File: src/rtl/serial_adder_n.sv
// rtl/serial_adder_n.sv - bit-serial N-bit add/sub through a decoder-based full adder.
// Optional signed overflow output enabled by defining SERIAL_ADDER_OVF_EN.
module serial_adder_n #(
  parameter int N = 8
) (
  input  logic         clk,
  input  logic         rst_n,
  input  logic         start,
  input  logic         mode,
  input  logic [N-1:0] a,
  input  logic [N-1:0] b,
  input  logic         c_in,
  output logic         busy,
  output logic         done,
  output logic [N-1:0] sum,
  output logic         c_out,
  output logic         ovf
);

  localparam int CW = (N > 1) ? $clog2(N) : 1;

  typedef enum logic [1:0] {IDLE, RUN, DONE} state_t;

  state_t        state_q, state_d;
  logic [N-1:0]  a_q, a_d;
  logic [N-1:0]  b_q, b_d;
  logic [N-1:0]  sum_q, sum_d;
  logic          carry_q, carry_d;
  logic          c_out_q, c_out_d;
  logic [CW-1:0] cnt_q, cnt_d;

  logic [3:0]    dec;
  logic [3:0]    dec_lo;
  logic [3:0]    dec_hi;
  logic          fa_s;
  logic          fa_c;
  logic          last;

  // Decoder on {carry, b0}, split into two enabled slices by a0: one-hot minterms of {a0,carry,b0}.
  always_comb begin
    dec    = 4'b0001 << {carry_q, b_q[0]};
    dec_lo = dec & {4{~a_q[0]}};
    dec_hi = dec & {4{a_q[0]}};
    fa_s   = dec_lo[1] | dec_lo[2] | dec_hi[0] | dec_hi[3];
    fa_c   = dec_lo[3] | dec_hi[1] | dec_hi[2] | dec_hi[3];
  end

  assign last = (cnt_q == CW'(N - 1));

  always_comb begin
    state_d = state_q;
    a_d     = a_q;
    b_d     = b_q;
    sum_d   = sum_q;
    carry_d = carry_q;
    c_out_d = c_out_q;
    cnt_d   = cnt_q;
    case (state_q)
      IDLE: begin
        if (start) begin
          a_d     = a;
          b_d     = mode ? ~b : b;
          carry_d = mode ? 1'b1 : c_in;
          cnt_d   = '0;
          state_d = RUN;
        end
      end
      RUN: begin
        sum_d   = {fa_s, sum_q[N-1:1]};
        a_d     = a_q >> 1;
        b_d     = b_q >> 1;
        carry_d = fa_c;
        if (last) begin
          cnt_d   = '0;
          c_out_d = fa_c;
          state_d = DONE;
        end else begin
          cnt_d = cnt_q + 1'b1;
        end
      end
      DONE:    state_d = IDLE;
      default: state_d = IDLE;
    endcase
  end

  always_ff @(posedge clk or negedge rst_n) begin
    if (!rst_n) begin
      state_q <= IDLE;
      a_q     <= '0;
      b_q     <= '0;
      sum_q   <= '0;
      carry_q <= 1'b0;
      c_out_q <= 1'b0;
      cnt_q   <= '0;
    end else begin
      state_q <= state_d;
      a_q     <= a_d;
      b_q     <= b_d;
      sum_q   <= sum_d;
      carry_q <= carry_d;
      c_out_q <= c_out_d;
      cnt_q   <= cnt_d;
    end
  end

`ifdef SERIAL_ADDER_OVF_EN
  logic ovf_q, ovf_d;

  // On the last RUN cycle carry_q is the carry into the MSB.
  always_comb begin
    ovf_d = ovf_q;
    if (state_q == IDLE && start) begin
      ovf_d = 1'b0;
    end else if (state_q == RUN && last) begin
      ovf_d = carry_q ^ fa_c;
    end
  end

  always_ff @(posedge clk or negedge rst_n) begin
    if (!rst_n) begin
      ovf_q <= 1'b0;
    end else begin
      ovf_q <= ovf_d;
    end
  end

  assign ovf = ovf_q;
`else
  assign ovf = 1'b0;
`endif

  assign busy  = (state_q == RUN);
  assign done  = (state_q == DONE);
  assign sum   = sum_q;
  assign c_out = c_out_q;

endmodule

File: config.mk
export PLATFORM = sky130hd
export DESIGN_NAME = serial_adder_n
export DESIGN_NICKNAME = d
export VERILOG_FILES = /design/src/rtl/serial_adder_n.sv
export SDC_FILE = /design/constraint.sdc
export NUM_CORES = 1
export LEC_CHECK = 0
export CORE_UTILIZATION = 55
export DETAILED_ROUTE_END_ITERATION = 8
export DONT_BUFFER_PORTS = 1
export HOLD_SLACK_MARGIN = 0.06
export PLACE_DENSITY_LB_ADDON = 0.15
export SETUP_SLACK_MARGIN = 0.1
export SLEW_MARGIN = 40
export SYNTH_ARGS = -nofsm -noshare
export SYNTH_HDL_FRONTEND = slang
export SYNTH_SLANG_ARGS = --single-unit
File: constraint.sdc
create_clock -name clk -period 2.8 [get_ports clk]
set_input_delay 0.56 -clock clk [delete_from_list [all_inputs] [get_ports clk]]
set_output_delay 0.56 -clock clk [all_outputs]
set_load 0.03 [all_outputs]
# Word-level counts from Yosys, hierarchy flattened
# Cells that the tools add are included.
[word_totals]
output_inout_bits = 12
regBits = 31
[op_classes]
add_sub_neg = 1
shift = 1
n_eq_ne = 5
bitwise_logic = 10
n_mux = 14
reduce_logical = 5
[ops]
columns = ["op", "count"]
rows = [
  ["8-bit case mux with 2 select lines", 2],
  ["8-bit 2-to-1 mux", 3],
  ["4-bit bitwise AND", 2],
  ["8-bit NOT", 1],
  ["3-bit 2-to-1 mux", 2],
  ["1-bit bitwise OR", 6],
  ["3-bit case mux with 2 select lines", 1],
  ["2-bit AND reduction", 3],
  ["2-bit 2-to-1 mux", 2],
  ["2-bit case mux with 2 select lines", 1],
  ["1-bit by 2-bit << shifter with 4-bit output, first input constant", 1],
  ["3-bit by 1-bit adder with 3-bit output, second input constant", 1],
  ["3-bit equality test, second input constant", 1],
  ["2-bit by 1-bit equality test with 1-bit output, second input constant", 1],
  ["2-bit equality test, second input constant", 1],
  ["2-bit logical NOT", 1],
  ["1-bit 2-to-1 mux", 2],
  ["2-bit by 1-bit != test with 1-bit output, second input constant", 1],
  ["2-bit != test, second input constant", 1],
  ["1-bit case mux with 2 select lines", 1],
  ["2-bit nonzero test", 1],
  ["1-bit NOT", 1],
]

# Depth between registers and ports, before layout
# Gate-level depths: netlist of the first run.
[depth]
word_depth = 6
depth_mapped = 5
ltp_nobuf = 5

# Worst setup path before layout of the first run
# No wires, ideal clock.
[synth_path]
kind = "register to output"
startpoint = "register state_q[0]"
endpoint = "output done"
t_arrival_ns = 1.107
slack_ns = 1.133
stages_incl_launch_ff = 4
n_path_buf = 2
path_cell_list = "dfrtp_1 > buf_2 > buf_2 > nor2_1"
[synth_between]
elab_chain_len = 1
[synth_lines]
columns = ["element", "line", "source"]
rows = [
  ["start, declared", "24", "state_t state_q, state_d;"],
  ["start signal, assigned", "96", "state_q <= state_d;"],
  ["2-bit equality test", "133", "assign done = (state_q == DONE);"],
  ["end, declared", "14", "output logic done,"],
]
# No other way between the ends.

# Final worst setup path of the first run
[layout_path]
startpoint = "register state_q[1]"
endpoint = "output done"
# Same word-level chain as after synthesis.

==> flow_summary.toml, run 1 <==
[grt]
grt_first_pass_wirelength_um = 3910
track_usage_pct = 20.1
antenna_found_initial = 0
overflow = 0
grt_max_degree = 32
first_global_vias = 884

[yosys]
synth_largest_area_cell = "dfrtp_1"
ys_top_cells_by_area = "dfrtp_1 54%, mux2_2 6.3%, xor2_1 4.9%"
synthMuxAreaShare_pct = 7.07
syn_nets = 151
synth_fa_ha_area_share_pct = 3.14
ys_warn_count = 0
synth_top_family_by_area = "compound AO/OA/AOI/OAI gates"
ys_types = 27
synth_area_um2 = 1430
ys_ff_latch = 31
yosys.area_share.simple_pct = 9.61
seq_area_frac_synth_pct = 54.1
synth_xor_area_share_pct = 4.89
synthCells = 127
synth_area_per_cell_um2 = 11.3
netlist.area_leader.share_pct = 54.1
synth_compound_area_share_pct = 15.9

[setup_path]
cp_max_fo = 15
crit_family = "flip-flops"
critPathArrivalTime_ns = 1.63
worstPathRequired_ns = 2.24
endpoint_kind = "output port"
slowest_stage = "dfrtp_1"
crit_buf_inv = 1
rrSetupSlack_ns = 1.14
crit_chain = "inv_1 > nor2_1"
crit_path_max_incr_delay_ns = 0.60
criticalPathCategory = "reg -> out"
cp-start-kind = "flop"

[drt]
vias = 924
drcViolationCount = 0
avgRoutedWirePerCell_um = 15.0
wirelength_um = 2410
ant_nets = 0
dr.pass1.iters = 4
drt_iter0_markers = 24
via_per_inst = 5.78

[power]
power.total_mw = 1.67
pwr-share-comb_pct = 32.0
vdd_ir_drop_max_v = 0.000704
clkPwrFrac_pct = 14.6
pwr-share-seq_pct = 53.5
switchingPower_mw = 0.672
power_density_nw_per_um2 = 1100
power_leakage_nw = 0.698
p_int_mw = 0.998
p_sw_share_pct = 40.2

[flow_run]
drv_cap = 0

[run_status]
status = "finished clean"

[timing]
maxSlewViolCount = 0
skew_ns = 0.00771
max_slew_margin_pct = 51.4
fmax_ghz = 0.456
hold-worst-slack_ns = 0.434
rsz0062_at_grt = "no"
fin_tns_setup_ns = 0
tightest_slew_ns = 0.728
fin_crit_sh_pct = 78.3
hold_viol = 0
setup_viol = 0
fin_ws_ns = 0.607
period_needed_ns = 2.19

[floorplanning]
start_util_pct = 57.8
row_count = 18
core_area_um2 = 2480
die-area_um2 = 2810
die-height_um = 53.0
io_pins = 33
fp.dieW_um = 53.0

[finish]
fin_util_pct = 61.2
drive_above_1_share_pct = 16.2
layout.nets = 153
final_cell_area_um2 = 1520
seq_area_um2 = 776
mostFrequentLayoutCells = "31 x dfrtp_1, 18 x nand2_1, 10 x o21ai_0, 8 x xor2_1, 8 x mux2_2"
synthToLayoutAreaGrowth_pct = 5.76
finalNonFillerCells = 160
n_antenna_cell = 0
fill_cells = 208
multi_input_area_um2 = 588
final_common_cell = "dfrtp_1"

[clock_tree]
htree_levels = 2
clockBufferDepth = 2
numCtsBuffers = 5
root_buffer = "clkbuf_4"
insertion_delay_ns = 0.33
cts_sinks = 31
clkSlewWorstSetupHoldPaths_ns = 0.09
cts_tree = "done"

[placed_design]
place.port_buffers = 0
dp_slack_ns = 0.963
place_area_um2 = 1440
gp_congestion = 0.759
dpl.cell_count = 150
hpwl_um = 1650

[hold_path]
hold_path.class = "in -> reg"
## cell type report
cell class	instances	area share, %
Timing Repair Buffer	4	2.97
Tap cell	30	2.48
Clock buffer	7	2.97
Inverter	5	1.24
Sequential cell	31	51.2
Multi-Input combinational cell	82	38.8
Clock inverter	1	0.330
## path summary, 6_finish.rpt
kind                            cells after the start      to  startpoint
worst max-delay path                                2    done  state_q[1]
max in group asynchronous                           2  b_q[5]       rst_n
worst max register to register                      4   c_out  state_q[1]
worst min-delay path                                2  a_q[5]        a[5]
min in group asynchronous                           2  sum[3]       rst_n
worst min register to register                      2  b_q[3]      b_q[3]
## metal layers
| layer | global-route usage, % | vias to the layer above | routed length, µm |
|---|---|---|---|
| met3 | 6.32 | 8 | 122 |
| met1 | 23.0 | 451 | 1100 |
| met5 | 0 | - | 0 |
| met2 | 32.1 | 21 | 1130 |
| li1 | - | 444 | - |
| met4 | 13.2 | 0 | 48 |
## cell usage after synthesis (all sizes together)
| cell | instances |
|---|---|
| dfrtp | 31 |
| nand2 | 18 |
| o21ai | 10 |
| mux2 | 9 |
| buf | 8 |
| xor2 | 8 |
| a22oi | 7 |
| inv | 5 |
| a32oi | 4 |
| nor2b | 4 |
| a222oi | 3 |
| a22o | 3 |
| nor2 | 3 |
| a21oi | 2 |
| a31oi | 2 |
| ha | 2 |
| and2 | 1 |
| and3b | 1 |
| clkbuf | 1 |
| conb | 1 |
| fa | 1 |
| nor3b | 1 |
| o21bai | 1 |
| or2 | 1 |
## what timing repair did
item / in CTS / in global routing
hold buffers: 2 / 0
setup buffers: 0 / 0
resized for setup: 0 / 0
endpoints found under the hold margin: 31 / 0
## power by group through the flow
| stage | clock (mW) | combinational (mW) | sequential, mW |
|---|---|---|---|
| 2_1_floorplan | 0 | 0.465 | 0.867 |
| 3_3_place_gp | 0 | 0.510 | 0.895 |
| 3_5_place_dp | 0 | 0.522 | 0.906 |
| 4_1_cts | 0.250 | 0.540 | 0.896 |
| 5_1_grt | 0.271 | 0.603 | 0.926 |
| 6_report | 0.243 | 0.534 | 0.893 |
## flip-flops by register name, summed over array words and instances (netlist names)
| name | flops |
|---|---|
| a_q | 8 |
| cnt_q | 3 |
| carry_q | 1 |
| c_out | 1 |
| sum | 8 |
| state_q | 2 |
| b_q | 8 |
## kinds of logic (layout without fill, tap and decap cells)
kind of cell | after synthesis | in the layout
AO/OA/AOI/OAI | 32 | 32
XOR/XNOR | 8 | 8
adder cells (fa/ha/maj) | 3 | 3
buffers and inverters | 14 | 17
flip-flops | 31 | 31
multiplexers | 9 | 9
other | 1 | 1
AND/OR/NAND/NOR | 29 | 29
## worst register-to-register path, cell delays in order, from the launching register on
cell and delay (ns):
dfrtp_1 0.53, nor2b_2 0.24, buf_4 0.28, and2_1 0.18
mux2_1 0.31
Power figures use the tool's default switching activity.
==> run 2: changes to the inputs <==
- ABC_AREA: default -> 1
- clock period: 2.8 -> 1.76 ns (I/O delays scaled with it)
==> run 2 against run 1 <==
Compared with the run above:
- core utilization increased by 1.5 points
- wire length increased by 14%
- combinational power increased by 63%
- clock power increased by 56%
- count of clock-buffer cells in the layout unchanged
- critical path type unchanged
- highest routed layer unchanged
- non-clock buffer count increased by 3
- power increased by 57%
- worst hold slack got worse by 0.29 ns
==> flow_summary.toml, run 2 <==
[power]
p_sw_share_pct = 43.8
pwr-share-seq_pct = 52.4
power_leakage_nw = 0.852
pwr-share-comb_pct = 33.2
switchingPower_mw = 1.15
clkPwrFrac_pct = 14.4
vdd_ir_drop_max_v = 0.00102
power_density_nw_per_um2 = 1650
p_int_mw = 1.48

[yosys]
synth_most_common_cell = "nand2_1"
synthCells = 189
synth_commonest_cells = "69 x nand2_1, 43 x nand3_1, 31 x dfrtp_1, 13 x inv_1, 6 x buf_2"
synth_largest_area_cell = "dfrtp_1"
syn_nets = 213
synth_flop_cell = "dfrtp_1"
synth_edf_count = 0
ys_async_sr_fraction_pct = 100
ys_ff_latch = 31
ys_warn_count = 0
seq_area_frac_synth_pct = 51.3
synth_area_per_cell_um2 = 8.00
ys_top_cells_by_area = "dfrtp_1 51%, nand2_1 17%, nand3_1 14%"
ys_types = 18
synth_area_um2 = 1510
netlist.area_leader.share_pct = 51.3

[floorplanning]
core_area_um2 = 2540
fp.dieW_um = 54.4
start_util_pct = 59.4
die-height_um = 54.4
io_pins = 33
row_count = 18
die-area_um2 = 2960

[finish]
drive_above_1_share_pct = 9.33
mostFrequentLayoutCells = "69 x nand2_1, 43 x nand3_1, 31 x dfrtp_1, 13 x inv_1"
layout.nets = 216
n_antenna_cell = 0
seq_area_um2 = 776
finalNonFillerCells = 223
synthToLayoutAreaGrowth_pct = 5.55
final_common_cell = "nand2_1"
multi_input_area_um2 = 608
final_cell_area_um2 = 1600
fill_cells = 228

[setup_path]
endpoint_kind = "output port"
cp-start-kind = "flop"
crit_path_max_incr_delay_ns = 0.44
slowest_stage = "dfrtp_1"
worstPathRequired_ns = 1.41
critPathArrivalTime_ns = 1.10
crit_chain = "nor2_1 > buf_4"
criticalPathCategory = "reg -> out"
cp_max_fo = 4

[timing]
fmax_ghz = 0.690
setup_viol = 0
period_needed_ns = 1.45
maxSlewViolCount = 0
rsz0062_at_grt = "no"
fin_crit_sh_pct = 82.4
hold_viol = 0
fin_tns_setup_ns = 0
skew_ns = 0.00517

[drt]
drcViolationCount = 0
via_per_inst = 5.33
dr.pass1.iters = 4
ant_nets = 0
vias = 1188
avgRoutedWirePerCell_um = 12.3
wirelength_um = 2740
drt_iter0_markers = 25

[clock_tree]
numCtsBuffers = 5
cts_resized = 0
root_buffer = "clkbuf_4"
clockBufferDepth = 2
cts_sinks = 31
clkSlewWorstSetupHoldPaths_ns = 0.09
cts_tree = "done"
htree_levels = 2
insertion_delay_ns = 0.32
cts_setup_buffers = 0

[grt]
overflow = 0
first_global_vias = 1056
track_usage_pct = 21.5
antenna_found_initial = 0
grt_first_pass_wirelength_um = 4390
grt_max_degree = 32

[placed_design]
place.port_buffers = 0
place_area_um2 = 1520
gp_congestion = 0.789
hpwl_um = 1900
dpl.cell_count = 213

[run_status]
status = "finished clean"

[hold_path]
hold_path.class = "in -> reg"

[flow_run]
drv_cap = 0
run 2: changes by cell type after synthesis, moves of 3 or more:
cell | before | now
nand2_1 | 18 | 69
nand3_1 | 0 | 43
inv_1 | 5 | 13
mux2_2 | 8 | 0
a22oi_1 | 7 | 0
xor2_1 | 8 | 1
o21ai_0 | 10 | 4
a32oi_1 | 4 | 0
nor2b_1 | 4 | 0
o21ai_1 | 0 | 4
a222oi_1 | 3 | 0
a22o_1 | 3 | 0
run 2: final cells by class:
type | count | area share, %
Sequential cell | 31 | 48.6
Multi-Input combinational cell | 132 | 38.1
Timing Repair Buffer | 7 | 4.24
Inverter | 15 | 3.53
Clock buffer | 7 | 2.82
Tap cell | 30 | 2.35
Clock inverter | 1 | 0.314
run 2: worst max-delay path, delay by kind of cell (launching register included):
kind / cells / cell delay [ns]
DFF: 1 / 0.44
and+or+nand+nor: 1 / 0.16
buffers and inverters: 1 / 0.18
run 2: worst paths after layout:
path                             from      to  slack (ns)  cells after the start
max                        state_q[0]    done        0.31                      2
min                              a[7]  a_q[7]        0.14                      2
max reg2reg                state_q[1]  b_q[1]        0.44                      5
min reg2reg                    b_q[1]  b_q[0]        0.50                      2
max in group asynchronous       rst_n  a_q[5]        1.11                      2
min in group asynchronous       rst_n  b_q[6]        0.48                      2
run 2: stage by stage:
step / power, mW / util [%] / hold WS (ns) / setup WS [ns]
finish: 2.63 / 62.7 / 0.141 / 0.310
global route: 2.87 / 62.7 / 0.154 / 0.235
CTS: 2.66 / 62.7 / 0.136 / 0.270
detailed placement: 2.26 / 59.5 / 0.0570 / 0.453
global placement: 2.21 / 59.5 / 0.0569 / 0.495
floorplan: 2.08 / - / 0.0564 / 0.578
run 2: cell families (layout without fill, tap and decap cells):
kind of cell	Yosys count	count (layout)	share of synthesized area, %
flops	31	31	51.3
fa+ha+maj	3	3	2.98
buf+inv	26	30	8.44
other cells	1	1	0.248
xor+xnor	1	1	0.580
simple gates	119	119	33.8
compound gates	8	8	2.65
run 2: power groups by stage:
stage	sequential (mW)	combinational (mW)	clock [mW]
after floorplan	1.34	0.743	0
after global placement	1.38	0.826	0
after detailed placement	1.39	0.865	0
after CTS	1.38	0.888	0.390
after global routing	1.43	1.02	0.425
final	1.38	0.871	0.379
run 2: metal layers:
metal	routed length, µm	global-route usage (%)	part of all wire [%]
met5	0	0	0
met3	150	8.33	5.5
met2	1270	32.7	47
met4	15	5.98	0.55
met1	1290	28.2	47
run 2: timing repair:
item                       in CTS  in global routing
setup endpoints to repair       0                  0
hold endpoints to repair       31                  0
hold buffers                    2                  0
==> run 3: changes to the inputs <==
- clock period: 1.76 -> 1.5 ns (I/O delays scaled with it)
==> run 3 against run 2 <==
Compared with the run above:
- core utilization is 4.7 points higher
- wire length is 11% higher
- clock power is 49% higher
- cell area is 7.5% higher
==> flow_summary.toml, run 3 (synthesis results as in run 2) <==
[power]
p_int_mw = 2.09
p_sw_share_pct = 41.2
power_leakage_nw = 0.918
switchingPower_mw = 1.46
power_density_nw_per_um2 = 2070
clkPwrFrac_pct = 15.9
power.total_mw = 3.56
pwr-share-comb_pct = 38.5
pwr-share-seq_pct = 45.6
vdd_ir_drop_max_v = 0.00151

[timing]
fin_tns_setup_ns = 0
fin_crit_sh_pct = 94.1
fin_ws_ns = 0.0886
maxSlewViolCount = 0
hold_viol = 0
hold-worst-slack_ns = 0.0709
skew_ns = 0.0130
setup_viol = 0
fmax_ghz = 0.709
period_needed_ns = 1.41
rsz0062_at_grt = "yes"

[finish]
fin_util_pct = 67.4
layout.nets = 220
fill_cells = 201
final_common_cell = "nand2_1"
synthToLayoutAreaGrowth_pct = 13.5
n_antenna_cell = 0
drive_above_1_share_pct = 12.7
finalNonFillerCells = 227
final_cell_area_um2 = 1720
mostFrequentLayoutCells = "68 x nand2_1, 43 x nand3_1, 31 x dfrtp_1, 13 x inv_1, 6 x buf_4"

[clock_tree]
htree_levels = 2
cts_sinks = 31
root_buffer = "clkbuf_4"
insertion_delay_ns = 0.34
clockBufferDepth = 2
numCtsBuffers = 5
cts_tree = "done"
clkSlewWorstSetupHoldPaths_ns = 0.10

[grt]
first_global_vias = 1067
overflow = 0
antenna_found_initial = 0
grt_first_pass_wirelength_um = 4770
track_usage_pct = 23.8
grt_max_degree = 32

[placed_design]
place_area_um2 = 1520
place.port_buffers = 0
dpl.cell_count = 212
dp_slack_ns = 0.345
gp_congestion = 0.788
hpwl_um = 1970

[drt]
wirelength_um = 3050
dr.pass1.iters = 4
drt_iter0_markers = 59
via_per_inst = 5.38
drcViolationCount = 0
vias = 1221
avgRoutedWirePerCell_um = 13.4
ant_nets = 0

[floorplanning]
core_area_um2 = 2540
die-height_um = 54.4
start_util_pct = 59.4
die-area_um2 = 2960
fp.dieW_um = 54.4
io_pins = 33
row_count = 18

[flow_run]
drv_cap = 0

[setup_path]
critPathArrivalTime_ns = 1.11
cp-start-kind = "flop"
crit_buf_inv = 3
cp_max_fo = 6
criticalPathCategory = "reg -> out"
worstPathRequired_ns = 1.20
crit_chain = "inv_2 > nand2_2 > inv_4 > buf_12"
endpoint_kind = "output port"
slowest_stage = "dfrtp_1"
crit_path_max_incr_delay_ns = 0.41
crit_family = "flip-flops"

[hold_path]
hold_path.class = "in -> reg"

[run_status]
status = "finished clean"
-- run 3: changes by cell type in the layout (fill, tap and decap cells not counted), sizes merged --
cell	before	now
clkinvlp	0	1
buf	6	8
clkinv	1	0
bufbuf	0	2
-- run 3: timing repair --
action | CTS | global route
hold buffers | 2 | 0
pin swaps | 0 | 0
gates resized for setup | 1 | 1
setup buffers | 2 | 1
cloned | 2 | 0
hold endpoints to repair | 31 | 0
setup endpoints to repair | 1 | 9
-- run 3: power groups by stage --
stage | sequential, mW | clock, mW | combinational (mW)
5_1_grt | 1.68 | 0.623 | 1.52
6_report | 1.62 | 0.565 | 1.37
3_5_place_dp | 1.64 | 0 | 1.03
2_1_floorplan | 1.57 | 0 | 0.871
3_3_place_gp | 1.62 | 0 | 0.985
4_1_cts | 1.62 | 0.575 | 1.34
-- run 3: worst register-to-register path, cell delays in order, from the launching register on --
cell and delay (ns):
dfrtp_1 0.39, inv_2 0.07, nand2_2 0.08, inv_4 0.05
buf_4 0.13, buf_4 0.15, bufbuf_16 0.28, nand2_1 0.05
nand3_1 0.07
-- run 3: per-layer routing --
| layer | track usage [%] | routed length (µm) |
|---|---|---|
| met5 | 0 | 0 |
| met4 | 9.83 | 48 |
| met3 | 6.94 | 190 |
| met2 | 37.2 | 1440 |
| met1 | 30.6 | 1370 |
-- run 3: final timing paths --
path / from / endpoint / slack [ns] / depth (start not counted)
setup / recovery: state_q[1] / busy / 0.09 / 4
hold / removal: a[7] / a_q[7] / 0.07 / 2
setup reg to reg: state_q[1] / b_q[5] / 0.13 / 8
hold reg to reg: b_q[3] / b_q[2] / 0.50 / 2
max in group asynchronous: rst_n / carry_q / 0.93 / 2
min in group asynchronous: rst_n / sum[4] / 0.39 / 2
-- run 3: cell type report --
cell class,instances,area [µm²],share of cell area (%)
Tap cell,30,37.5,2.19
Sequential cell,31,776,45.2
Multi-Input combinational cell,132,611,35.6
Inverter,15,58.8,3.43
Clock buffer,7,65.1,3.79
Timing Repair Buffer,11,160,9.34
Clock inverter,1,7.51,0.438
